==> src/rtl/fetch_unit.sv <==
// Instruction fetch stage: PC sequencing, one-entry skid buffer and IF/ID latch.
// Optional IFETCH_PERF_EN adds fetch_count/stall_count performance counters.
module fetch_unit #(
  parameter logic [31:0] PC_INIT = 32'h0000_0000
) (
  input  logic        CLK,
  input  logic        nRST,
  input  logic        pcen,
  input  logic        if_id_en,
  input  logic        if_id_flush,
  input  logic        redirect_valid,
  input  logic [31:0] redirect_pc,
  input  logic        halt,
  output logic        imemREN,
  output logic [31:0] imemaddr,
  input  logic        ihit,
  input  logic [31:0] imemload,
  output logic [31:0] id_instr,
  output logic [31:0] id_pc,
  output logic [31:0] id_npc,
  output logic        id_valid,
  output logic        fetch_halted
`ifdef IFETCH_PERF_EN
  ,
  output logic [31:0] fetch_count,
  output logic [31:0] stall_count
`endif
);

  localparam int unsigned XLEN = 32;
  localparam logic [XLEN-1:0] PC_STEP    = XLEN'(4);
  localparam logic [XLEN-1:0] ALIGN_MASK = ~XLEN'(3);

  typedef enum logic [1:0] {
    S_FETCH  = 2'd0,
    S_HOLD   = 2'd1,
    S_HALTED = 2'd2
  } state_t;

  typedef struct packed {
    logic [XLEN-1:0] instr;
    logic [XLEN-1:0] pc;
    logic [XLEN-1:0] npc;
    logic            valid;
  } ifid_t;

  localparam ifid_t IFID_BUBBLE = '0;

  state_t          r_state;
  state_t          w_state_nxt;
  logic [XLEN-1:0] r_pc;
  logic [XLEN-1:0] w_pc_nxt;
  logic [XLEN-1:0] r_skid;
  logic [XLEN-1:0] w_skid_nxt;
  ifid_t           r_ifid;
  ifid_t           w_ifid_nxt;
  logic            w_advance;
  logic [XLEN-1:0] w_pc_plus4;

  assign w_advance  = pcen && if_id_en;
  assign w_pc_plus4 = r_pc + PC_STEP;

  // State register
  always_ff @(posedge CLK or negedge nRST) begin
    if (!nRST) begin
      r_state <= S_FETCH;
      r_pc    <= PC_INIT;
      r_skid  <= '0;
      r_ifid  <= IFID_BUBBLE;
    end else begin
      r_state <= w_state_nxt;
      r_pc    <= w_pc_nxt;
      r_skid  <= w_skid_nxt;
      r_ifid  <= w_ifid_nxt;
    end
  end

  // Next-state: halt > redirect > flush > normal advance/stall
  always_comb begin
    w_state_nxt = r_state;
    w_pc_nxt    = r_pc;
    w_skid_nxt  = r_skid;
    w_ifid_nxt  = r_ifid;

    if (r_state == S_HALTED) begin
      if (if_id_flush) w_ifid_nxt = IFID_BUBBLE;
    end else if (halt) begin
      w_state_nxt = S_HALTED;
      w_skid_nxt  = '0;
      w_ifid_nxt  = IFID_BUBBLE;
    end else if (redirect_valid) begin
      w_state_nxt = S_FETCH;
      w_pc_nxt    = redirect_pc & ALIGN_MASK;
      w_skid_nxt  = '0;
      w_ifid_nxt  = IFID_BUBBLE;
    end else begin
      case (r_state)
        S_FETCH: begin
          if (ihit && w_advance) begin
            w_pc_nxt   = w_pc_plus4;
            w_ifid_nxt = '{instr: imemload, pc: r_pc, npc: w_pc_plus4, valid: 1'b1};
          end else if (ihit) begin
            // Word returned but downstream stalled: park it until released
            w_skid_nxt  = imemload;
            w_state_nxt = S_HOLD;
          end else if (if_id_en) begin
            w_ifid_nxt = IFID_BUBBLE;
          end
        end
        S_HOLD: begin
          if (w_advance) begin
            w_pc_nxt    = w_pc_plus4;
            w_skid_nxt  = '0;
            w_ifid_nxt  = '{instr: r_skid, pc: r_pc, npc: w_pc_plus4, valid: 1'b1};
            w_state_nxt = S_FETCH;
          end
        end
        default: begin
          w_state_nxt = r_state;
        end
      endcase
      if (if_id_flush) w_ifid_nxt = IFID_BUBBLE;
    end
  end

  // Outputs decoded from the state register
  always_comb begin
    imemREN      = 1'b0;
    fetch_halted = 1'b0;
    imemaddr     = r_pc;
    case (r_state)
      S_FETCH:  imemREN      = 1'b1;
      S_HALTED: fetch_halted = 1'b1;
      default:  imemREN      = 1'b0;
    endcase
  end

  assign id_instr = r_ifid.instr;
  assign id_pc    = r_ifid.pc;
  assign id_npc   = r_ifid.npc;
  assign id_valid = r_ifid.valid;

`ifdef IFETCH_PERF_EN
  logic [XLEN-1:0] r_fetch_count;
  logic [XLEN-1:0] r_stall_count;
  logic            w_load_valid;
  logic            w_stall_tick;

  // A valid word enters IF/ID only on an unpreempted advance
  assign w_load_valid = (r_state != S_HALTED) && !halt && !redirect_valid && !if_id_flush &&
                        w_advance && ((r_state == S_HOLD) || ihit);
  assign w_stall_tick = (r_state == S_HOLD) || ((r_state == S_FETCH) && !ihit);

  always_ff @(posedge CLK or negedge nRST) begin
    if (!nRST) begin
      r_fetch_count <= '0;
      r_stall_count <= '0;
    end else begin
      if (w_load_valid) r_fetch_count <= r_fetch_count + XLEN'(1);
      if (w_stall_tick) r_stall_count <= r_stall_count + XLEN'(1);
    end
  end

  assign fetch_count = r_fetch_count;
  assign stall_count = r_stall_count;
`endif

endmodule

==> config.mk <==
export PLATFORM = sky130hd
export DESIGN_NAME = fetch_unit
export DESIGN_NICKNAME = d
export VERILOG_FILES = /design/src/rtl/fetch_unit.sv
export SDC_FILE = /design/constraint.sdc
export NUM_CORES = 1
export LEC_CHECK = 0
export CORE_ASPECT_RATIO = 0.6
export CORE_MARGIN = 2
export CORE_UTILIZATION = 44
export CTS_CLUSTER_DIAMETER = 50
export DETAILED_ROUTE_END_ITERATION = 8
export HOLD_SLACK_MARGIN = 0.12
export PLACE_DENSITY = 0.74
export SLEW_MARGIN = 20
export SYNTH_ARGS = -nofsm -noshare
export SYNTH_HDL_FRONTEND = slang
export SYNTH_SLANG_ARGS = --single-unit
==> constraint.sdc <==
create_clock -name CLK -period 1.8 [get_ports CLK]
set_input_delay 0.27 -clock CLK [delete_from_list [all_inputs] [get_ports CLK]]
set_output_delay 0.27 -clock CLK [all_outputs]
set_load 0.01 [all_outputs]
---- After elaboration in Yosys (flattened, before gate mapping) ----
Index checks and enable logic that the tools add are counted.
storage, ports and cells
  bits in registers ....................... 163
  input port bits ......................... 72
  output and inout bits ................... 131
  logic and storage cells ................. 58
operators by class
  $add $sub $neg .......................... 1
  eq/ne operators ......................... 11
  multiplexer cells ....................... 28
  bitwise logic cells ..................... 2
  reduce and logical (&&, ||, !) cells .... 9
operator list
  kind                                                             count
  97-bit two-way mux                                               9
  32-bit two-way mux                                               8
  97-bit one-hot mux with 2 select lines                           1
  32-bit one-hot mux with 2 select lines                           2
  32-bit by 3-bit adder with 32-bit output, second input constant  1
  5-bit AND reduction                                              3
  4-bit != test, second input constant                             3
  6-bit != test, second input constant                             2
  2-bit two-way mux                                                5
  3-bit != test, second input constant                             2
  5-bit != test, second input constant                             1
  5-bit nonzero test                                               1
  2-bit one-hot mux with 2 select lines                            1
  4-bit nonzero test                                               1
  3-bit nonzero test                                               1
  2-bit by 1-bit == test with 1-bit output, second input constant  1
  2-bit == test, second input constant                             1
  1-bit logical AND                                                2
  2-bit logical NOT                                                1
  1-bit two-way mux                                                2
  2-bit != test, second input constant                             1
  1-bit inverter                                                   2

---- Longest topological paths before layout ----
Gate-level depths: netlist (run 1).
  word-level depth ........................ 8
  mapped depth ............................ 8
  gate-level depth less buffers ........... 6

---- Worst setup path before layout (run 1) ----
Ideal clock, no wire load.
  path type ............................... register -> register
  from .................................... reg r_pc[2] (netlist: imemaddr[2])
  to ...................................... reg r_pc[30] (netlist: imemaddr[30])
  library setup time ...................... 0.069 ns
  data arrival time ....................... 1.914 ns
  data required time ...................... 1.731 ns
  path slack .............................. -0.183 ns
  stages on the path, launching flop included .. 7
  path buffers ............................ 0
  period minus slack after synthesis ...... 1.983 ns
  path through ............................ dfrtp_1 -> ha_1 -> nand4_1 -> nor3_1 -> nand4_1 -> or4_1 -> nand3_1
between the ends
  word-level cells in the longest chain between the ends .. 4
  elaborated cells between the ends (all ways) .. 5
  classes of those cells .................. add/sub (1); mux (4)
RTL lines
  item                                          line     source
  start: declaration                            51       logic [XLEN-1:0] r_pc;
  start signal: assignment                      72       r_pc <= w_pc_nxt;
  32-bit by 3-bit adder with 32-bit output (*)  61       assign w_pc_plus4 = r_pc + PC_STEP;
  32-bit two-way mux (on tied branches)         111, 99
  32-bit one-hot mux with 2 select lines (*)    97       case (r_state)
  32-bit two-way mux (*)                        91       end else if (redirect_valid) begin
Mark *: on every way between the ends. The rest lies on a longest branch, timed or not. The select of a mux whose other input is x is not followed.
A chain may end at the register's enable or synchronous reset.

---- Worst setup path after layout (run 1) ----
  from .................................... reg r_pc[3] (netlist: imemaddr[3])
  to ...................................... reg r_pc[30] (netlist: imemaddr[30])
The elaborated chain is that of the path after synthesis.

==> flow_summary.yaml, run 1 <==
run_status:
  status: "finished, violations left"
  violations: "setup timing"
cells_and_area:
  postLayoutCellArea_mm2: 0.0111
  num-fill-cells: 1246
  nNetsFinal: 1059
  layout-drive-gt1-share_pct: 20.1
  area.growth.synth_to_final_pct: 52.4
timing:
  whs_ns: 0.340
  setup_viol: 24
  rsz0062_at_grt: "yes"
  hold_viol_final: 0
  max_freq_ghz: 0.518
  worst_pin_slew_ns: 0.560
  fin_tns_setup_ns: -1.37
  fin_crit_sh_pct: 107
  fin_ws_ns: -0.130
  slew_headroom_pct: 62.6
  period_minus_slack_ns: 1.93
  slew_viol_final: 0
  skew_ns: 0.0123
routing:
  vias_per_cell: 5.81
  drt_first_iter_violations: 720
  wirelength_um: 24000
  vias: 7021
  detail-route-antenna-nets: 0
  drc_errors: 0
  firstDrtPassIters: 6
  wire_per_inst_um: 19.9
global_route:
  grtUsageMet1_pct: 41.1
  grt_antenna_before_repair: 1
  grt_busiest_layer: "met1"
  grt_use_met2_pct: 37.4
  grt.met3_usage_pct: 7.72
  grt_max_degree: 44
  grt_overflow_total: 0
  grt_pass1_vias: 6833
  grt_pass1_wl_um: 37200
  grtUsageTotal_pct: 27.0
logic_synthesis:
  syn_area_per_cell_um2: 10.2
  seq_area_frac_synth_pct: 54.2
  synth_xor_area_share_pct: 3.36
  ys_ff_latch: 158
  synth-edff-count: 0
  synthSimpleGateAreaFrac_pct: 13.8
  syn_inst: 714
  yosysUniqueCellTypes: 54
  synth_compound_area_share_pct: 22.2
  synthAdderAreaFrac_pct: 0.171
  yosysWarningCount: 0
  synthMuxAreaShare_pct: 1.53
  ys_async_sr_fraction_pct: 100
  synth_top_family_by_area: "compound AO/OA/AOI/OAI gates"
  syn_area_mm2: 0.00730
  synth-main-ff-cell: "dfrtp_1"
clock_tree:
  clk_path_buf_depth: 2
  cts_buffers: 17
  cts_tree: "yes"
  cts_root_buffer: "clkbuf_16"
  cts.sinks: 158
  clock_latency_ns: 0.42
  clkTransAtPathRegs_ns: 0.07
  htree_levels: 4
pwr:
  switchingPower_mw: 1.88
  seqPwrFrac_pct: 46.9
  p_clk_share_pct: 44.9
  switching_share_pct: 24.4
  peakVddDrop_mv: 0.415
  power.internal_mw: 5.85
  power.share.combinational_pct: 8.2
  p_leak_nw: 4.90
  powerDensity_mw_per_mm2: 696
die:
  chipWidth_um: 170
  initial_utilization_pct: 45.0
  core_area_mm2: 0.0162
  io_pins: 203
  die-area_mm2: 0.0177
  fp.dieH_um: 104
  num_rows: 36
worst_setup_path:
  critPathKind: "flip-flop to flip-flop"
  max_stage_delay_ns: 0.47
  crit_path_max_fanout: 3
  critical_path_required_ns: 2.15
  crit_family: "simple AND/OR/NAND/NOR gates"
  path_buf_inv: 1
  setup.worst_path.end: "imemaddr[30]"
  critPathMostFrequentCell: "nand4_1"
  cp-end-kind: "flip-flop"
  crit_slowest_cell: "or4_1"
  startpoint: "imemaddr[3]"
  crit_chain: "ha_4 > nand4_1 > buf_4 > nor3_4 > nand4_1 > or4_1 > nand3_1"
  cp.arrival_ns: 2.28
  path_depth: 7
  r2r_cells: 7
  reg2reg_slack_ns: -0.13
  timing.rr.start: "imemaddr[3]"
  reg2reg_to: "imemaddr[30]"
  worstSetupStartpointType: "flip-flop"
placed_design:
  place_congestion: 0.981
  place_area_mm2: 0.0103
  portBuffers: 198
  dp_hpwl_um: 16800
job:
  cap_violations: 0
worst_hold_path:
  hold_path_class: "input pin to asynchronous set/reset pin"
-- cell usage after synthesis (5+ instances only) --
cell	count	area, um2
a21oi_1	21	105
a221o_1	5	50.1
a22o_1	60	526
a22oi_1	36	270
and3_1	6	37.5
buf_2	25	125
buf_4	7	52.6
clkbuf_1	35	131
dfrtp_1	158	3950
inv_1	6	22.5
mux2i_1	10	100
nand2_1	97	364
nand3_1	13	65.1
nand4_1	14	87.6
nor2_1	32	120
nor3_1	8	40.0
nor4_1	5	31.3
o21ai_0	60	300
o21ai_1	9	45.0
o22ai_1	17	106
xnor2_1	18	158
xor2_1	10	87.6
-- flip-flops by register name, summed over array words and instances (netlist names) --
register / cells
r_state: 2
id_npc: 30
imemaddr: 30
r_skid: 32
id_valid: 1
id_pc: 31
id_instr: 32
-- cells in the final DEF (no fill, tap or decap), types with 18 or more instances in the layout --
| cell | Yosys | final |
|---|---|---|
| o21ai_0 | 60 | 53 |
| a21oi_1 | 21 | 19 |
| clkdlybuf4s50_1 | 0 | 175 |
| dfrtp_1 | 158 | 153 |
| buf_4 | 7 | 106 |
| a22oi_1 | 36 | 36 |
| nor2_1 | 32 | 28 |
| nand2_1 | 97 | 97 |
| a22o_1 | 60 | 60 |
| xnor2_1 | 18 | 18 |
-- power groups by stage --
stage	Combinational (mW)	Clock (mW)	Sequential (mW)
finish	0.634	3.47	3.63
global route	0.683	3.69	3.63
CTS	0.625	3.53	3.63
detailed placement	0.610	0	3.70
global placement	0.604	0	3.70
floorplan	0.180	0	3.70
-- cell families after synthesis --
family | Yosys count
buffers and inverters | 76
AND/OR/NAND/NOR | 204
AO/OA/AOI/OAI | 235
adder cells (fa/ha/maj) | 1
XOR/XNOR | 28
multiplexers | 11
flip-flops | 158
other | 1
-- cell type report --
type,instances,area [um2],area share (%)
clock inverter,13,130,1.17
sequential,158,3960,35.6
clock buffer,19,433,3.89
multi-input combinational,481,3250,29.2
timing repair buffer,322,3060,27.5
antenna,1,2.50,0.0225
tap,209,262,2.35
inverter,6,22.5,0.202
-- how the worst min path moves through the flow --
stage	slack [ns]	from	cells after the start	to
CTS	0.35	nRST	2	id_pc[23]
global placement	0.22	nRST	1	id_pc[23]
global route	0.37	nRST	2	id_pc[23]
finish	0.34	nRST	2	id_pc[23]
detailed placement	0.22	nRST	1	id_pc[23]
floorplan	-0.03	nRST	0	id_instr[0]
-- metrics by stage --
| stage | setup WS, ns | util (%) | cells | power [mW] |
|---|---|---|---|---|
| 2_1_floorplan | -0.0364 | - | 715 | 3.88 |
| 3_3_place_gp | -0.323 | 63.3 | 1158 | 4.30 |
| 3_5_place_dp | -0.349 | 63.3 | 1158 | 4.31 |
| 4_1_cts | -0.0825 | 67.4 | 1197 | 7.78 |
| 5_1_grt | -0.177 | 68.6 | 1208 | 8.00 |
| 6_report | -0.130 | 68.6 | 1209 | 7.74 |
-- metal layers --
metal  wire [um]  share of wire, %
met1       10900                45
met2       10200                43
met5           0                 0
met3        2520                10
met4         365               1.5
-- repair_timing --
action	4_1_cts	5_1_grt
setup endpoints to repair	41	51
hold buffers	1	0
resized for setup	34	36
endpoints found under the hold margin	36	0
cloned	0	1
pin swaps	8	9
buffers inserted	6	11
Power figures use the tool's default switching activity.
==> run 2: changes to the inputs <==
--- a/config.mk
+++ b/config.mk
@@ -6,12 +6,12 @@
 export NUM_CORES = 1
 export LEC_CHECK = 0
 export CORE_ASPECT_RATIO = 0.6
-export CORE_MARGIN = 2
 export CORE_UTILIZATION = 44
 export CTS_CLUSTER_DIAMETER = 50
 export DETAILED_ROUTE_END_ITERATION = 8
 export HOLD_SLACK_MARGIN = 0.12
-export PLACE_DENSITY = 0.74
+export MAX_ROUTING_LAYER = met4
+export PLACE_DENSITY = 0.75
 export SLEW_MARGIN = 20
 export SYNTH_ARGS = -nofsm -noshare
 export SYNTH_HDL_FRONTEND = slang
==> flow_summary.yaml, run 2 (synthesized netlist as in run 1, its figures left out) <==
run_status:
  status: "finished, violations left"
  violations: "setup timing"
routing:
  detail-route-antenna-nets: 0
  wire_per_inst_um: 19.1
  vias_per_cell: 5.74
  firstDrtPassIters: 7
  drt_first_iter_violations: 608
  vias: 7021
  wirelength_um: 23400
  drc_errors: 0
worst_setup_path:
  timing.rr.start: "imemaddr[2]"
  worstSetupStartpointType: "flip-flop"
  cp.arrival_ns: 2.21
  r2r_cells: 7
  reg2reg_slack_ns: -0.11
  critical_path_required_ns: 2.10
  reg2reg_to: "imemaddr[28]"
  critPathKind: "flip-flop to flip-flop"
  cp-end-kind: "flip-flop"
  crit_path_max_fanout: 6
timing:
  period_minus_slack_ns: 1.91
  setup_viol: 10
  skew_ns: 0.0104
  slew_viol_final: 0
  hold_viol_final: 0
  max_freq_ghz: 0.524
  fin_crit_sh_pct: 106
  rsz0062_at_grt: "yes"
  fin_tns_setup_ns: -0.517
  fin_ws_ns: -0.107
global_route:
  grt_antenna_before_repair: 0
  grt_max_degree: 68
  grtUsageTotal_pct: 28.3
  grt_pass1_vias: 6630
  grt_pass1_wl_um: 36100
  grt_overflow_total: 0
clock_tree:
  cts_root_buffer: "clkbuf_16"
  clkTransAtPathRegs_ns: 0.07
  cts.sinks: 158
  clock_latency_ns: 0.42
  cts_buffers: 17
  htree_levels: 4
  cts_tree: "yes"
  clk_path_buf_depth: 2
pwr:
  switchingPower_mw: 1.96
  power.share.combinational_pct: 7.8
  powerDensity_mw_per_mm2: 707
  power.internal_mw: 6.02
  p_clk_share_pct: 46.7
  power_mw: 7.98
  switching_share_pct: 24.5
  p_leak_nw: 5.06
  peakVddDrop_mv: 0.421
  seqPwrFrac_pct: 45.5
die:
  io_pins: 203
  die-area_mm2: 0.0171
  initial_utilization_pct: 45.0
  core_area_mm2: 0.0162
  fp.dieH_um: 102
  num_rows: 36
  chipWidth_um: 168
placed_design:
  dp_hpwl_um: 16400
  place_congestion: 0.937
  portBuffers: 198
  dpl.cell_count: 1172
worst_hold_path:
  hold_path_class: "input pin to asynchronous set/reset pin"
cells_and_area:
  num_antenna_cells: 0
  nNetsFinal: 1075
  final_common_cell: "clkdlybuf4s50_1"
  area.growth.synth_to_final_pct: 54.7
  utilization_pct: 69.6
  layout-drive-gt1-share_pct: 21.3
  finalNonFillerCells: 1224
  final_cell_mix: "clkdlybuf4s50_1 (177), dfrtp_1 (152), buf_4 (122)"
job:
  cap_violations: 0
==> run 2: final cells by class <==
class                   count  area (um2)
fillers                  1220        4920
flip-flops and latches    158        3960
multi-input cells         481        3220
repair buffers            338        3220
clock buffers              18         429
well taps                 209         262
clock inverters            14         174
inverters                   6        22.5
==> run 2: repair_timing <==
action	in CTS	in global routing
endpoints found under the hold margin	158	0
setup endpoints to repair	33	66
resized for setup	18	39
setup buffers	9	10
hold buffers	1	0
pin swaps	6	16
==> run 2: worst max path at each step <==
stage,from,end,slack (ns),cells past startpoint
3_3_place_gp,halt,id_instr[30],-0.29,7
3_5_place_dp,halt,imemaddr[9],-0.39,7
4_1_cts,imemaddr[2],imemaddr[28],-0.10,7
2_1_floorplan,imemaddr[2],imemaddr[28],-0.04,7
6_report,imemaddr[2],imemaddr[28],-0.11,7
5_1_grt,imemaddr[2],imemaddr[28],-0.23,7
==> run 2: metrics by stage <==
| step | setup slack [ns] | cell area (um2) | hold slack, ns |
|---|---|---|---|
| floorplan | -0.0364 | 7420 | -0.0256 |
| global placement | -0.294 | 10400 | 0.0848 |
| detailed placement | -0.389 | 10400 | 0.0867 |
| CTS | -0.101 | 11100 | 0.198 |
| global route | -0.232 | 11300 | 0.211 |
| finish | -0.107 | 11300 | 0.216 |
==> run 2: worst max-delay path, cell delays in order, from the launching register on <==
cell and delay (ns):
dfrtp_2 0.40, ha_4 0.14, nand4_1 0.15, or3_1 0.40, buf_6 0.17, nor4_4 0.21, mux2i_1 0.23, nand2_1 0.08
==> run 2: layer usage <==
metal	GRT usage, %	vias up	part of all wire [%]
met5	-	-	0
met4	8.25	0	1.5
met3	6.99	32	8.0
met2	38.7	320	42
met1	41.0	3474	48
li1	-	3195	-
==> run 2: power by group through the flow <==
stage	Combinational, mW	Clock, mW	Sequential [mW]
global placement	0.595	0	3.70
global route	0.676	3.95	3.63
CTS	0.622	3.79	3.63
floorplan	0.180	0	3.70
detailed placement	0.597	0	3.70
finish	0.624	3.73	3.63
==> run 3: changes to the inputs <==
--- a/config.mk
+++ b/config.mk
@@ -6,6 +6,7 @@
 export NUM_CORES = 1
 export LEC_CHECK = 0
 export CORE_ASPECT_RATIO = 0.6
+export CORE_MARGIN = 10
 export CORE_UTILIZATION = 44
 export CTS_CLUSTER_DIAMETER = 50
 export DETAILED_ROUTE_END_ITERATION = 8
==> flow_summary.yaml, run 3 (synthesized netlist as in run 1, its figures left out) <==
timing:
  max_freq_ghz: 0.525
  slew_viol_final: 0
  fin_ws_ns: -0.106
  period_minus_slack_ns: 1.91
  skew_ns: 0.0139
  setup_viol: 18
  fin_crit_sh_pct: 106
  hold_viol_final: 0
  fin_tns_setup_ns: -0.879
  rsz0062_at_grt: "yes"
cells_and_area:
  finalNonFillerCells: 1242
  postLayoutCellArea_mm2: 0.0113
  final_common_cell: "clkdlybuf4s50_1"
  utilization_pct: 69.2
  nNetsFinal: 1073
  num-fill-cells: 1209
  area.growth.synth_to_final_pct: 54.1
  final_cell_mix: "clkdlybuf4s50_1 (170), dfrtp_1 (151), buf_4 (122)"
  layout-drive-gt1-share_pct: 21.4
routing:
  vias_per_cell: 5.68
  drt_first_iter_violations: 627
  drc_errors: 0
  firstDrtPassIters: 5
  wirelength_um: 25600
  vias: 7060
  wire_per_inst_um: 20.6
  detail-route-antenna-nets: 0
worst_setup_path:
  r2r_cells: 7
  crit_path_max_fanout: 2
  timing.rr.start: "imemaddr[2]"
  critical_path_required_ns: 2.16
  cp-end-kind: "flip-flop"
  reg2reg_slack_ns: -0.11
  worstSetupStartpointType: "flip-flop"
  critPathKind: "flip-flop to flip-flop"
  cp.arrival_ns: 2.26
  reg2reg_to: "imemaddr[30]"
die:
  chipWidth_um: 186
  core_area_mm2: 0.0163
  fp.dieH_um: 120
  die-area_mm2: 0.0223
  num_rows: 36
  initial_utilization_pct: 44.9
  io_pins: 203
global_route:
  grt_antenna_before_repair: 1
  grt_overflow_total: 0
  grtUsageTotal_pct: 23.0
  grt_max_degree: 61
  grt_pass1_wl_um: 39300
  grt_pass1_vias: 6805
run_status:
  violations: "setup timing"
  status: "finished, violations left"
clock_tree:
  cts_root_buffer: "clkbuf_16"
  cts.sinks: 158
  clk_path_buf_depth: 2
  htree_levels: 4
  cts_buffers: 17
  clkTransAtPathRegs_ns: 0.07
  cts_tree: "yes"
  clock_latency_ns: 0.42
placed_design:
  dp_hpwl_um: 18500
  place_area_mm2: 0.0104
  dpl.cell_count: 1193
  place_congestion: 0.965
  portBuffers: 198
pwr:
  peakVddDrop_mv: 0.605
  powerDensity_mw_per_mm2: 683
  p_leak_nw: 5.03
worst_hold_path:
  hold_path_class: "input pin to asynchronous set/reset pin"
job:
  cap_violations: 0
run 3: critical path, stage by stage, from the launching register on:
cell,delay (ns)
dfrtp_2,0.39
ha_4,0.14
nand4_1,0.18
buf_4,0.22
nor3_4,0.13
nand4_1,0.19
or4_1,0.51
nand3_1,0.08
run 3: per-layer routing:
metal  global-route usage, %  routed length [um]  vias up  share of wire, %
met1                    32.8               11700     3486                46
met5                       -                   0        -                 0
met4                    3.56                 178        0              0.69
met3                    8.38                2920       19                11
li1                        -                   -     3200                 -
met2                    30.8               10900      355                42
run 3: worst max path at each step:
stage / slack (ns) / start / to
4_1_cts: -0.12 / imemaddr[3] / imemaddr[20]
5_1_grt: -0.22 / imemaddr[2] / imemaddr[28]
6_report: -0.11 / imemaddr[2] / imemaddr[30]
2_1_floorplan: -0.04 / imemaddr[2] / imemaddr[28]
3_3_place_gp: -0.26 / redirect_valid / imemaddr[31]
3_5_place_dp: -0.30 / redirect_valid / imemaddr[11]
run 3: per-stage QoR:
| stage | setup WS [ns] | total power [mW] | hold WS [ns] |
|---|---|---|---|
| final | -0.106 | 7.68 | 0.222 |
| after global routing | -0.217 | 7.97 | 0.230 |
| after CTS | -0.115 | 7.72 | 0.211 |
| after detailed placement | -0.300 | 4.31 | 0.0970 |
| after global placement | -0.263 | 4.30 | 0.0948 |
| after floorplan | -0.0364 | 3.88 | -0.0256 |
run 3: final cells by class:
class                           instances  area, um2  area share, %
Antenna cell                            1       2.50         0.0222
Timing Repair Buffer                  336       3180           28.2
Tap cell                              228        285           2.54
Inverter                                6       22.5          0.200
Clock inverter                         14        121           1.08
Multi-Input combinational cell        481       3250           28.9
Clock buffer                           18        429           3.81
Sequential cell                       158       3960           35.2
run 3: where the power goes:
part           internal [mW]  switching (mW)
Clock                   1.82            1.60
Sequential              3.60          0.0357
Combinational          0.317           0.310
run 3: repair_timing:
action,in CTS,in global routing
setup buffers,5,12
endpoints found under the setup margin,43,75
pin swaps,8,23
resized for setup,27,42
hold buffers,1,0
endpoints found under the hold margin,158,0
